File: src/rtl/shift_reg_pkg.sv
// rtl/shift_reg_pkg.sv - mode encodings shared by the shift register block and its users
package shift_reg_pkg;

  typedef logic [2:0] mode_t;

  localparam mode_t MODE_HOLD = 3'b000;
  localparam mode_t MODE_SHL  = 3'b001;
  localparam mode_t MODE_SHR  = 3'b010;
  localparam mode_t MODE_ROL  = 3'b011;
  localparam mode_t MODE_ROR  = 3'b100;
  localparam mode_t MODE_LOAD = 3'b101;
  localparam mode_t MODE_CLR  = 3'b110;

endpackage

File: src/rtl/sat_counter.sv
// rtl/sat_counter.sv - saturating up-counter with synchronous clear
module sat_counter #(
  parameter int CNT_W = 4
) (
  input  logic             clk,
  input  logic             rst_n,
  input  logic             inc,
  input  logic             clr,
  output logic [CNT_W-1:0] cnt
);

  localparam logic [CNT_W-1:0] CNT_MAX = '1;

  // clr wins over inc so a single-cycle break in a run always restarts the count
  always_ff @(posedge clk) begin
    if (!rst_n) begin
      cnt <= '0;
    end else if (clr) begin
      cnt <= '0;
    end else if (inc && (cnt != CNT_MAX)) begin
      cnt <= cnt + CNT_W'(1);
    end
  end

endmodule

File: src/rtl/shift_reg_ctrl.sv
// rtl/shift_reg_ctrl.sv - mode-selected shift/rotate/load register with match and zero-run tracking
module shift_reg_ctrl
  import shift_reg_pkg::*;
#(
  parameter int                 WIDTH   = 4,
  parameter int                 CNT_W   = 4,
  parameter logic [WIDTH-1:0]   PATTERN = WIDTH'(4'b1010)
) (
  input  logic             clk,
  input  logic             rst_n,
  input  logic             en,
  input  logic [2:0]       mode,
  input  logic             a,
  input  logic [WIDTH-1:0] d,
  output logic [WIDTH-1:0] r,
  output logic             zero,
  output logic             match,
  output logic             match_rise,
  output logic [CNT_W-1:0] zero_cnt
);

  logic [WIDTH-1:0] r_nx;
  logic             zero_nx;
  mode_t            mode_sel;

  assign mode_sel = mode;

  // Reserved encoding falls into the default arm and holds
  always_comb begin
    r_nx = r;
    if (en) begin
      case (mode_sel)
        MODE_HOLD: r_nx = r;
        MODE_SHL:  r_nx = {r[WIDTH-2:0], a};
        MODE_SHR:  r_nx = {a, r[WIDTH-1:1]};
        MODE_ROL:  r_nx = {r[WIDTH-2:0], r[WIDTH-1]};
        MODE_ROR:  r_nx = {r[0], r[WIDTH-1:1]};
        MODE_LOAD: r_nx = d;
        MODE_CLR:  r_nx = '0;
        default:   r_nx = r;
      endcase
    end
  end

  always_ff @(posedge clk) begin
    if (!rst_n) begin
      r <= '0;
    end else begin
      r <= r_nx;
    end
  end

  // Rising edge of match is taken from r and r_nx so the pulse lines up with the new r
  always_ff @(posedge clk) begin
    if (!rst_n) begin
      match_rise <= 1'b0;
    end else begin
      match_rise <= (r_nx == PATTERN) && (r != PATTERN);
    end
  end

  assign zero    = (r == '0);
  assign match   = (r == PATTERN);
  assign zero_nx = (r_nx == '0);

  sat_counter #(
    .CNT_W (CNT_W)
  ) u_zero_cnt (
    .clk   (clk),
    .rst_n (rst_n),
    .inc   (zero_nx),
    .clr   (!zero_nx),
    .cnt   (zero_cnt)
  );

endmodule

File: config.mk
export PLATFORM = sky130hd
export DESIGN_NAME = shift_reg_ctrl
export DESIGN_NICKNAME = d
export VERILOG_FILES = /design/src/rtl/shift_reg_pkg.sv /design/src/rtl/sat_counter.sv /design/src/rtl/shift_reg_ctrl.sv
export SDC_FILE = /design/constraint.sdc
export NUM_CORES = 1
export LEC_CHECK = 0
export CAP_MARGIN = 30
export CORE_AREA = 2 2 39 41
export DETAILED_ROUTE_END_ITERATION = 6
export DIE_AREA = 0 0 41 43
export DONT_BUFFER_PORTS = 1
export PLACE_DENSITY_LB_ADDON = 0.3
export SKIP_LAST_GASP = 1
export SYNTH_ARGS = -nofsm -noshare
export SYNTH_HDL_FRONTEND = slang
export SYNTH_SLANG_ARGS = --single-unit
File: constraint.sdc
create_clock -name clk -period 2.63 [get_ports clk]
set_input_delay 0.526 -clock clk [delete_from_list [all_inputs] [get_ports clk]]
set_output_delay 0.526 -clock clk [all_outputs]
set_load 0.01 [all_outputs]
==> impl_metrics.toml <==
[status]
outcome = "finished, final reports clean"

[synthesis]
synth_edf_count = 0
synth_top_area_share_pct = 27.6
synthFlopType = "dfxtp_1"
syn_inst = 78
async_reset_ff_share_pct = 0
ys_types = 34
yosysMostFrequentCell = "dfxtp_1"
yosysSeqAreaShare_pct = 27.6
yosys-top-cells-area = "dfxtp_1 (28%), mux2i_1 (7.7%), nor3_1 (6.1%), a221oi_2 (4.6%), nor2_1 (4.6%)"
synth_area_per_cell_um2 = 8.37
ys_warn_count = 0
synth_area_um2 = 653
yosysTopAreaCell = "dfxtp_1"
syn_nets = 90
synthTopCellsByCount = "dfxtp_1 (9), nor2_1 (8), nor3_1 (8)"
synth-seq-cells = 9

[power_and_ir_drop]
p_clk_share_pct = 31.7
p_per_area_nw_per_um2 = 501
swShare_pct = 30.6
combPwrFrac_pct = 21.1
p_leak_nw = 0.270
p_sw_mw = 0.103
vdd_ir_drop_max_mv = 0.364
p_int_mw = 0.232
pwr-share-seq_pct = 47.2
p_total_mw = 0.335

[floorplan]
die_width_um = 41
start_util_pct = 47.2
fp-row-count = 14
io_pins = 22
die-area_um2 = 1760
core-area_um2 = 1380
die_y_um = 43

[sta]
fin_ws_ns = 0.872
fmax_mhz = 569
grt_setup_unrepaired = "false"
skew_ns = 0.000712
setup_tns_ns = 0
hold_violations = 0
fin_crit_sh_pct = 66.8
tightest_slew_ns = 0.462
setup_violations = 0
slew_violations = 0
max-slew-margin-rel_pct = 69.0
min_period_ns = 1.76

[worst_setup_path]
startpoint_type = "register"
cp.arrival_ns = 1.23
timing.rr.start = "r[0]"
reg2reg_slack_ns = 0.90
worstSetupPathType = "reg -> out"
cp.required_ns = 2.10
endpoint_kind = "output port"
path_max_fanout = 7
r2r_cells = 5
r2r-end = "match_rise"

[cts]
post_cts_resized = 0
cts_hold_buf = 0
numClockSinks = 9
cts_max_level = 1
cts-root-buf = "clkbuf_4"
cts_buffers = 3
clkLatencyLatePin_ns = 0.26
cts_buffer_depth = 2
clk_pin_slew_ns = 0.06
cts_tree = "yes"
postCtsSetupBuffers = 0

[drt]
wirelength_mm = 1.40
avgViaCountPerCell = 5.84
ant_nets = 0
via_count = 555
avgRoutedWirePerCell_um = 14.8
drtPass1Iterations = 4
route.detailed.drc = 0
drt_iter0_drc = 6

[grt]
first_global_vias = 539
grt_pass1_wl_mm = 2.24
antenna_found_initial = 0
grt_max_degree = 12
grt-ovfl-total = 0
grt_usage_pct = 19.3

[finish]
fin_nets = 92
n_fill_cell = 140
final_cells = 95
areaGrowthSynthToFinish_pct = 2.49
n_antenna_cell = 0
drive_gt1_share_pct = 16.5

[hold_path]
hold_depth = 2
hold_path_class = "in -> reg"
holdPathEnd = "r[3]"
hp-start = "rst_n"

[job]
cap_violations = 0

[placed_design]
dp_cells = 91
port_buffers = 0
hpwlAfterDp_mm = 1.10
gp_congestion = 0.766
pre_cts_slack_ns = 0.843
final cells by class:
cell class | instances | area [µm²] | area share [%]
multi-input cells | 60 | 420 | 62.8
clock buffers | 4 | 26.3 | 3.93
flip-flops and latches | 9 | 180 | 26.9
well taps | 16 | 20.0 | 2.99
inverters | 6 | 22.5 | 3.36
power by group through the flow:
stage               Sequential [mW]  Combinational (mW)  Clock [mW]
floorplan                     0.158              0.0699           0
global placement              0.162              0.0696           0
detailed placement            0.162              0.0703           0
CTS                           0.159              0.0705       0.109
global route                  0.160              0.0786       0.117
finish                        0.158              0.0708       0.106
layer usage:
metal	part of all wire, %	vias up	GRT usage [%]
met4	1.4	0	9.33
li1	-	285	-
met3	7.3	4	10.5
met5	0	-	0
met1	47	251	23.5
met2	44	15	26.6
placed cells by master, fill, tap and decap left out, types with 2 or more instances in the layout:
cell      n
inv_1     5
a221oi_2  2
mux2i_1   5
dfxtp_1   9
nor2_1    8
o21ai_0   3
clkbuf_4  3
nand3_1   4
nand2_1   7
a21oi_1   2
nor3_1    8
logic make-up after synthesis:
kind of cell / count (synthesis) / synth area share, %
buffers and inverters: 9 / 8.05
XOR/XNOR: 1 / 1.34
AND/OR/NAND/NOR: 38 / 32.2
adder cells (fa/ha/maj): 2 / 3.64
AO/OA/AOI/OAI: 14 / 19.5
multiplexers: 5 / 7.66
flip-flops: 9 / 27.6
per-stage QoR:
stage	utilization, %	hold slack, ns	cell area, µm²
2_1_floorplan	-	0.576	653
3_3_place_gp	46.5	0.643	643
3_5_place_dp	46.5	0.636	643
4_1_cts	48.4	0.443	669
5_1_grt	48.4	0.454	669
6_report	48.4	0.447	669
flip-flops by register name, summed over array words and instances (netlist names):
| name | cells |
|---|---|
| r | 4 |
| u_zero_cnt.cnt | 4 |
| match_rise | 1 |
critical path, stage by stage (launching register included):
cell and delay (ns):
dfxtp_1 0.51, nand2_1 0.08, nor3_1 0.38
worst max path at each step:
stage,endpoint,cells after the start,start
floorplan,match_rise,6,mode[0]
global placement,match_rise,5,mode[0]
detailed placement,match_rise,5,mode[0]
CTS,match,2,r[3]
global route,match,2,r[3]
finish,match,2,r[3]
No activity file was read; power rests on OpenSTA's default activity.
